--- src/rtl/branch_pkg.sv ---
// Shared encodings for the branch/jump controller: modes, C2 condition codes, FSM states.
package branch_pkg;

    localparam int unsigned MODE_W = 2;
    localparam int unsigned C2_W   = 4;

    typedef enum logic [MODE_W-1:0] {
        MODE_BR  = 2'd0,
        MODE_JR  = 2'd1,
        MODE_JAL = 2'd2,
        MODE_RSV = 2'd3
    } mode_e;

    // Codes 8..15 are reserved and deliberately left out of the enum.
    typedef enum logic [C2_W-1:0] {
        C2_BRZR   = 4'd0,
        C2_BRNZ   = 4'd1,
        C2_BRPL   = 4'd2,
        C2_BRMI   = 4'd3,
        C2_ALWAYS = 4'd4,
        C2_NEVER  = 4'd5,
        C2_BRGT   = 4'd6,
        C2_BRLE   = 4'd7
    } c2_e;

    typedef enum logic [2:0] {
        IDLE    = 3'd0,
        CAPTURE = 3'd1,
        EVAL    = 3'd2,
        CALC    = 3'd3,
        COMMIT  = 3'd4
    } state_e;

endpackage

--- src/rtl/branch_ctrl_con_eval.sv ---
// Combinational condition evaluator: maps (C2, Ra) to taken/reserved, signed view of Ra.
module con_eval
    import branch_pkg::*;
#(
    parameter int unsigned DATA_W = 32
) (
    input  logic [C2_W-1:0]   c2,
    input  logic [DATA_W-1:0] ra,
    output logic              taken_c,
    output logic              reserved_c
);

    logic zero;
    logic neg;

    assign zero = (ra == '0);
    assign neg  = ra[DATA_W-1];

    always_comb begin
        taken_c    = 1'b0;
        reserved_c = 1'b0;
        case (c2_e'(c2))
            C2_BRZR:   taken_c = zero;
            C2_BRNZ:   taken_c = !zero;
            C2_BRPL:   taken_c = !neg;
            C2_BRMI:   taken_c = neg;
            C2_ALWAYS: taken_c = 1'b1;
            C2_NEVER:  taken_c = 1'b0;
            C2_BRGT:   taken_c = !neg && !zero;
            C2_BRLE:   taken_c = neg || zero;
            default:   reserved_c = 1'b1;
        endcase
    end

endmodule

--- src/rtl/branch_ctrl.sv ---
// Self-timed conditional branch / JR / JAL controller with integrated CON FF.
module branch_ctrl
    import branch_pkg::*;
#(
    parameter int unsigned DATA_W   = 32,
    parameter int unsigned OFFSET_W = 19,
    parameter int unsigned C2_LSB   = 19
) (
    input  logic              clk,
    input  logic              clr,
    input  logic              start,
    input  logic [1:0]        mode,
    input  logic [DATA_W-1:0] ir,
    input  logic [DATA_W-1:0] ra_value,
    input  logic [DATA_W-1:0] pc,
    output logic              busy,
    output logic              done,
    output logic              con_out,
    output logic              pc_load,
    output logic [DATA_W-1:0] pc_next,
    output logic              link_we,
    output logic [DATA_W-1:0] link_data,
    output logic              illegal
);

    localparam int unsigned EXT_W = DATA_W - OFFSET_W;

    state_e                state_q, state_d;
    mode_e                 mode_q;
    logic [C2_W-1:0]       c2_q;
    logic [OFFSET_W-1:0]   off_q;
    logic [DATA_W-1:0]     ra_q;
    logic [DATA_W-1:0]     pc_q;

    logic                  cap_en;
    logic                  busy_d, done_d, con_d, pc_load_d, link_we_d, illegal_d;
    logic [DATA_W-1:0]     pc_next_d, link_data_d;

    logic                  taken_c, reserved_c, illegal_c;
    logic [DATA_W-1:0]     offset_ext_c, target_c;

    con_eval #(.DATA_W(DATA_W)) u_con_eval (
        .c2         (c2_q),
        .ra         (ra_q),
        .taken_c    (taken_c),
        .reserved_c (reserved_c)
    );

    // Target: PC-relative for BR, register-indirect for JR/JAL; silent wrap.
    assign offset_ext_c = {{EXT_W{off_q[OFFSET_W-1]}}, off_q};
    assign target_c     = (mode_q == MODE_BR) ? (pc_q + offset_ext_c) : ra_q;
    assign illegal_c    = (mode_q == MODE_RSV) || ((mode_q == MODE_BR) && reserved_c);

    always_comb begin
        state_d     = state_q;
        cap_en      = 1'b0;
        con_d       = con_out;
        done_d      = 1'b0;
        pc_load_d   = 1'b0;
        link_we_d   = 1'b0;
        illegal_d   = 1'b0;
        pc_next_d   = pc_next;
        link_data_d = link_data;
        case (state_q)
            IDLE: begin
                if (start) begin
                    state_d = CAPTURE;
                    cap_en  = 1'b1;
                end
            end
            CAPTURE: state_d = EVAL;
            EVAL: begin
                state_d = CALC;
                case (mode_q)
                    MODE_BR:           con_d = taken_c;
                    MODE_JR, MODE_JAL: con_d = 1'b1;
                    default:           con_d = 1'b0;
                endcase
            end
            // Commit strobes are registered here so they are live during COMMIT.
            CALC: begin
                state_d     = COMMIT;
                done_d      = 1'b1;
                illegal_d   = illegal_c;
                pc_load_d   = con_out && !illegal_c;
                pc_next_d   = target_c;
                link_we_d   = (mode_q == MODE_JAL);
                link_data_d = pc_q;
            end
            COMMIT:  state_d = IDLE;
            default: state_d = IDLE;
        endcase
        busy_d = (state_d != IDLE);
    end

    always_ff @(posedge clk) begin
        if (clr) begin
            state_q   <= IDLE;
            mode_q    <= MODE_BR;
            c2_q      <= '0;
            off_q     <= '0;
            ra_q      <= '0;
            pc_q      <= '0;
            busy      <= 1'b0;
            done      <= 1'b0;
            con_out   <= 1'b0;
            pc_load   <= 1'b0;
            pc_next   <= '0;
            link_we   <= 1'b0;
            link_data <= '0;
            illegal   <= 1'b0;
        end else begin
            state_q   <= state_d;
            busy      <= busy_d;
            done      <= done_d;
            con_out   <= con_d;
            pc_load   <= pc_load_d;
            pc_next   <= pc_next_d;
            link_we   <= link_we_d;
            link_data <= link_data_d;
            illegal   <= illegal_d;
            if (cap_en) begin
                mode_q <= mode_e'(mode);
                c2_q   <= ir[C2_LSB +: C2_W];
                off_q  <= ir[OFFSET_W-1:0];
                ra_q   <= ra_value;
                pc_q   <= pc;
            end
        end
    end

endmodule

--- config.mk ---
export PLATFORM = sky130hd
export DESIGN_NAME = branch_ctrl
export DESIGN_NICKNAME = d
export VERILOG_FILES = /design/src/rtl/branch_pkg.sv /design/src/rtl/branch_ctrl_con_eval.sv /design/src/rtl/branch_ctrl.sv
export SDC_FILE = /design/constraint.sdc
export NUM_CORES = 1
export LEC_CHECK = 0
export CAP_MARGIN = 20
export CORE_ASPECT_RATIO = 0.75
export CORE_MARGIN = 1
export CORE_UTILIZATION = 36
export CTS_CLUSTER_DIAMETER = 80
export DETAILED_ROUTE_END_ITERATION = 6
export GPL_ROUTABILITY_DRIVEN = 0
export PLACE_DENSITY = 0.58
export SLEW_MARGIN = 15
export SYNTH_ARGS = -nofsm -noshare
export SYNTH_HDL_FRONTEND = slang
export SYNTH_SLANG_ARGS = --single-unit
--- constraint.sdc ---
create_clock -name clk -period 2.37 [get_ports clk]
set_input_delay 0.237 -clock clk [delete_from_list [all_inputs] [get_ports clk]]
set_output_delay 0.237 -clock clk [all_outputs]
set_load 0.02 [all_outputs]
## Word level (Yosys, flattened, before mapping)

Index checks and enable logic that the tools add are counted.

- Input port bits: 101
- Register bits: 162
- Output and inout port bits: 70

- Reductions and logical operators: 16
- Multiplexer cells: 9
- $add $sub $neg: 1
- Eq/ne operators: 13
- Bitwise logic cells: 1

Operators with widths:

| cell | count |
|---|---|
| adder 32 bit | 1 |
| logical NOT 32 bit | 1 |
| two-way mux 32 bit | 1 |
| equality test 4 x 3 -> 1 bit, second input constant | 4 |
| case mux 3 bit (4 select lines) | 1 |
| equality test 4 x 2 -> 1 bit, second input constant | 2 |
| OR reduction 8 bit | 1 |
| case mux 1 bit (7 select lines) | 1 |
| equality test 3 x 2 -> 1 bit, second input constant | 2 |
| equality test 2 bit, second input constant | 2 |
| equality test 4 x 1 -> 1 bit, second input constant | 1 |
| logical NOT 4 bit | 1 |
| two-way mux 1 bit | 4 |
| OR reduction 2 bit | 2 |
| equality test 3 x 1 -> 1 bit, second input constant | 1 |
| logical AND 1 bit | 3 |
| logical NOT 1 bit | 3 |
| logical NOT 3 bit | 1 |
| two-way mux 3 bit | 1 |
| nonzero test 3 bit | 1 |
| equality test 2 x 1 -> 1 bit, second input constant | 1 |
| logical NOT 2 bit | 1 |
| logical OR 1 bit | 2 |
| case mux 1 bit (2 select lines) | 1 |
| inverter 1 bit | 1 |

## Depth between registers and ports, before layout

- Depth after elaboration: 7
- Mapped depth: 9
- Depth with buffers taken out: 9

## Hierarchy

From an unflattened synthesis, not the netlist that was laid out.

- Cells, all modules: 997
- Area total of the unflattened synthesis: 7,777.5 um2

By module, submodules not included:

| module | times used | seq. area each (um2) | area each (um2) | cells each |
|---|---|---|---|---|
| branch_ctrl | 1 | 3,243.1 | 7,624.8 | 974 |
| con_eval | 1 | 0.0 | 152.6 | 23 |

## Worst setup path after synthesis

OpenSTA, ideal clock, no wires.

- Path type: register -> register
- Start: register off_q[0]
- End: register pc_next[24]
- Data required time: 2.255 ns
- Stages on the path, launching flop included: 10
- Period minus slack after synthesis: 2.340 ns
- Setup time: 0.115 ns
- Slack: 0.030 ns
- Path buffers: 0
- Arrival: 2.224 ns
- Cell sequence: dfxtp_1 ha_1 fa_1 a211oi_2 o21ai_4 nand4_2 a21oi_1 or3_4 mux2i_1 and3_1

- Longest elaborated chain between the ends: 2

Ends and longest elaborated chain:

| element | line | text |
|---|---|---|
| from (decl) | branch_ctrl.sv:31 | `logic [OFFSET_W-1:0] off_q;` |
| from (signal assigned) | branch_ctrl.sv:125 | `off_q <= ir[OFFSET_W-1:0];` |
| adder 32 bit | branch_ctrl.sv:51 | `assign target_c = (mode_q == MODE_BR) ? (pc_q + offset_ext_c) : ra_q;` |
| two-way mux 32 bit | branch_ctrl.sv:51 |  |
| to (signal assigned) | branch_ctrl.sv:118 | `pc_next <= pc_next_d;` |
| to (decl) | branch_ctrl.sv:20 | `output logic [DATA_W-1:0] pc_next,` |

No other way between the ends.
A chain may end at the register's enable or synchronous reset.

## Final worst setup path

- Start: register pc_q[0]
- End: register pc_next[8]

- Longest elaborated chain between the ends: 2

Ends and longest elaborated chain:

| element | line | text |
|---|---|---|
| from (decl) | branch_ctrl.sv:33 | `logic [DATA_W-1:0] pc_q;` |
| from (signal assigned) | branch_ctrl.sv:127 | `pc_q <= pc;` |
| adder 32 bit | branch_ctrl.sv:51 |  |
| two-way mux 32 bit | branch_ctrl.sv:51 |  |

No other way between the ends.

==> impl_metrics.yaml <==
logic_synthesis:
  synth.largest_area_cell: "dfxtp_1"
  share_of_the_yosys_chip_area_belonging_to_registers: 0.416
  syn_inst: 1007
  synthesis.yosys.warnings: 0
  yosys.area.top_type_share: 0.416
  ys_async_sr_fraction: 0
  yosys.cell_count.top_type: "nand2_1"
  synth.avg_cell_area_um2: 7.73
  synth_cell_type_count: 62
  synth_seq_cells: 162
  synth_top_cells_by_area: "dfxtp_1, nand2_1, a21oi_1, ha_1, clkbuf_1"
  synth_edf_count: 0
  ys.flop_type: "dfxtp_1"
  synth.top_cells.by_count: "nand2_1, a21oi_1, dfxtp_1, clkbuf_1, nor2_1"
  synth_area_um2: 7790
  synthesis.nets: 1143
clock_tree:
  cts-root-buf: "clkbuf_16"
  h_tree_lvls: 4
  cts.path.max_buffers: 2
  clk_latency_ps: 430
  cts_buffers: 17
  clock_sinks: 162
  clk_pin_slew_ps: 60
  tritoncts: "yes"
floorplan:
  effective_utilization_at_floorplan: 0.368
  ios: 171
  floorplan.die_area_um2: 22200
  dieWidth_um: 172
  placeableCoreArea_um2: 21200
  die-height_um: 129
  rows: 46
worst_setup_path:
  path_class: "reg2reg"
  reg2reg_from: "pc_q[0]$_SDFFE_PP0P_"
  critical_path.startpoint_type: "flop"
  critical_path_required_ps: 2730
  reg_to_reg_endpoint: "pc_next[8]$_SDFFE_PP0P_"
  worst_r2r_path_depth: 10
  crit_path_max_fo: 3
  regToRegSetupSlack_ps: 70
  crit_path_end_kind: "flop"
  timing.critical_path.to: "pc_next[8]$_SDFFE_PP0P_"
  crit_arrival_ps: 2660
  timing.critical_path.from: "pc_q[0]$_SDFFE_PP0P_"
routing:
  wl_per_cell_um: 16.3
  vias: 7690
  post_drt_via_cell_ratio: 5.15
  postRouteWirelength_um: 24400
  dr.first_iter.drc_count: 380
  drt_first_pass_iters: 5
  drcViolationCount: 0
  drt.antenna.violating_nets: 0
place:
  place_worst_setup_slack_ps: -77.1
  dp_hpwl_um: 17900
  place.port_buffers: 161
  placed_area_um2: 10100
layout:
  finish.net_count: 1329
  drive_gt1_frac: 0.128
  fillerInstances: 2135
  antenna_cells: 0
  synthToLayoutAreaGrowth_pct: 39.1
  final_cell_area_um2: 10800
pwr:
  clkPwrFrac: 0.383
  total_power_uw: 7110
  power.internal_uw: 5110
  comb_power_share: 0.193
  total_leakage_power_uw: 0.00412
  switching_share: 0.282
  power_per_standard_cell_area_nw_per_um2: 657
  irDropWorstVdd_mv: 0.440
  switchingPower_uw: 2010
  p_seq_frac: 0.424
outcome:
  status: "completed"
timing:
  clock-skew-final_ps: 7.41
  final_hold_vio_count: 0
  post-route-worst-setup-slack_ps: 66.4
  timing.final.crit_share: 0.972
  drv_slew: 0
  worst-slew-pin-transition_ps: 558
  timing.final.setup_violations: 0
  relSlewSlack: 0.628
  max_freq_mhz: 434
  finalWorstPathRequiredPeriod_ps: 2300
worst_hold_path:
  hold_path.class: "in2reg"
  hold_depth: 2
global_routing:
  grt.overflow.total: 0
  use_met1: 0.302
  busiest_layer: "met2"
  antenna_violations_before_repair: 0
  grt_pass1_wl_um: 37600
  grt_max_degree: 85
  met2_resource_use_gr: 0.351
  via_count_of_the_first_global_routing_pass: 7171
  global_route.usage.met3: 0.0522
  grt_use_total: 0.222
job:
  maxCapViolCount: 0
==> worst max-delay path: stages (launching register included) <==
cell and delay (ps):
dfxtp_2 340, ha_4 160, fa_2 390, a211oi_4 300
o21ai_4 140, buf_6 140, a31o_4 230, a21oi_4 140
xnor2_1 140, nand2_1 90, a211oi_2 170
==> kinds of logic (layout without fill, tap and decap cells) <==
| group | Yosys count | in the layout | share of synthesized area |
|---|---|---|---|
| flops | 162 | 162 | 0.416 |
| compound gates | 278 | 278 | 0.213 |
| simple gates | 425 | 425 | 0.239 |
| xor+xnor | 26 | 26 | 0.0292 |
| buf+inv | 75 | 274 | 0.0376 |
| fa+ha+maj | 35 | 35 | 0.0572 |
| mux | 6 | 6 | 0.00771 |
==> metrics by stage <==
step / setup TNS [ps] / std cells / utilization / hold WS [ps]
6_report: 0 / 1494 / 0.511 / 292
4_1_cts: 0 / 1492 / 0.505 / 273
3_5_place_dp: -279 / 1459 / 0.475 / 447
5_1_grt: -25.9 / 1494 / 0.511 / 302
3_3_place_gp: -69.4 / 1459 / 0.475 / 443
2_1_floorplan: 0 / 1007 / - / 373
==> per-layer routing <==
layer / up-vias / share of wire
met2: 165 / 0.45
met1: 3652 / 0.48
li1: 3851 / -
met3: 22 / 0.053
met5: - / 0
met4: 0 / 0.013
==> cells in the final DEF, fill, tap and decap left out, types with 4 or more instances in the layout <==
cell type and count:
ha_2 5, nor3_1 17, o22ai_1 7, buf_4 68, a21oi_1 168, nand3b_1 4
dfxtp_2 4, dfxtp_1 158, o21ai_1 7, nand4_1 10, inv_1 10, o21a_1 4
nand3_1 11, a21oi_2 8, a211oi_1 13, o211ai_1 4, clkdlybuf4s50_1 160, o21ai_0 20
ha_1 27, nor2_1 47, or3_1 5, clkbuf_16 17, mux2i_1 6, xnor2_1 13
nand2_1 283, a21o_1 8, xor2_1 13, nor4_1 9, clkinv_2 5, and3_1 15
o21bai_1 5
==> sequential cells by signal, indices dropped and copies added (netlist names), 2 cells and up <==
signal     flops
mode_q         2
link_data     32
pc_q          32
off_q         19
c2_q           4
ra_q          32
pc_next       32
state_q        3
==> what timing repair did <==
action | CTS | global route
buffers inserted | 1 | 2
resized for setup | 12 | 25
endpoints found under the setup margin | 9 | 15
cloned | 0 | 0
pin swaps | 6 | 13
hold buffers | 0 | 0
==> power groups by stage <==
stage | combinational (uW) | sequential [uW] | clock, uW
6_report | 1370 | 3020 | 2730
5_1_grt | 1500 | 3030 | 2900
4_1_cts | 1350 | 3010 | 2770
3_5_place_dp | 1340 | 3070 | 0
3_3_place_gp | 1320 | 3070 | 0
2_1_floorplan | 740 | 3050 | 0
==> worst min-delay path by stage <==
stage / from / endpoint / slack [ps]
6_report: clr / state_q[2]$_SDFF_PP0_ / 290
5_1_grt: clr / state_q[2]$_SDFF_PP0_ / 300
4_1_cts: clr / state_q[2]$_SDFF_PP0_ / 270
3_5_place_dp: link_data[13]$_SDFFE_PP0P_ / link_data[13]$_SDFFE_PP0P_ / 450
3_3_place_gp: link_data[19]$_SDFFE_PP0P_ / link_data[19]$_SDFFE_PP0P_ / 440
2_1_floorplan: ir[0] / off_q[0]$_SDFFE_PP0P_ / 370
==> cell type report <==
| cell class | count | area (um^2) | share of cell area |
|---|---|---|---|
| Timing Repair Buffer | 232 | 2180 | 0.202 |
| Sequential cell | 162 | 3250 | 0.300 |
| Inverter | 10 | 37.5 | 0.00347 |
| Tap cell | 288 | 360 | 0.0333 |
| Clock inverter | 10 | 108 | 0.00993 |
| Clock buffer | 22 | 474 | 0.0438 |
| Multi-Input combinational cell | 770 | 4420 | 0.408 |
Power figures use the tool's default switching activity.
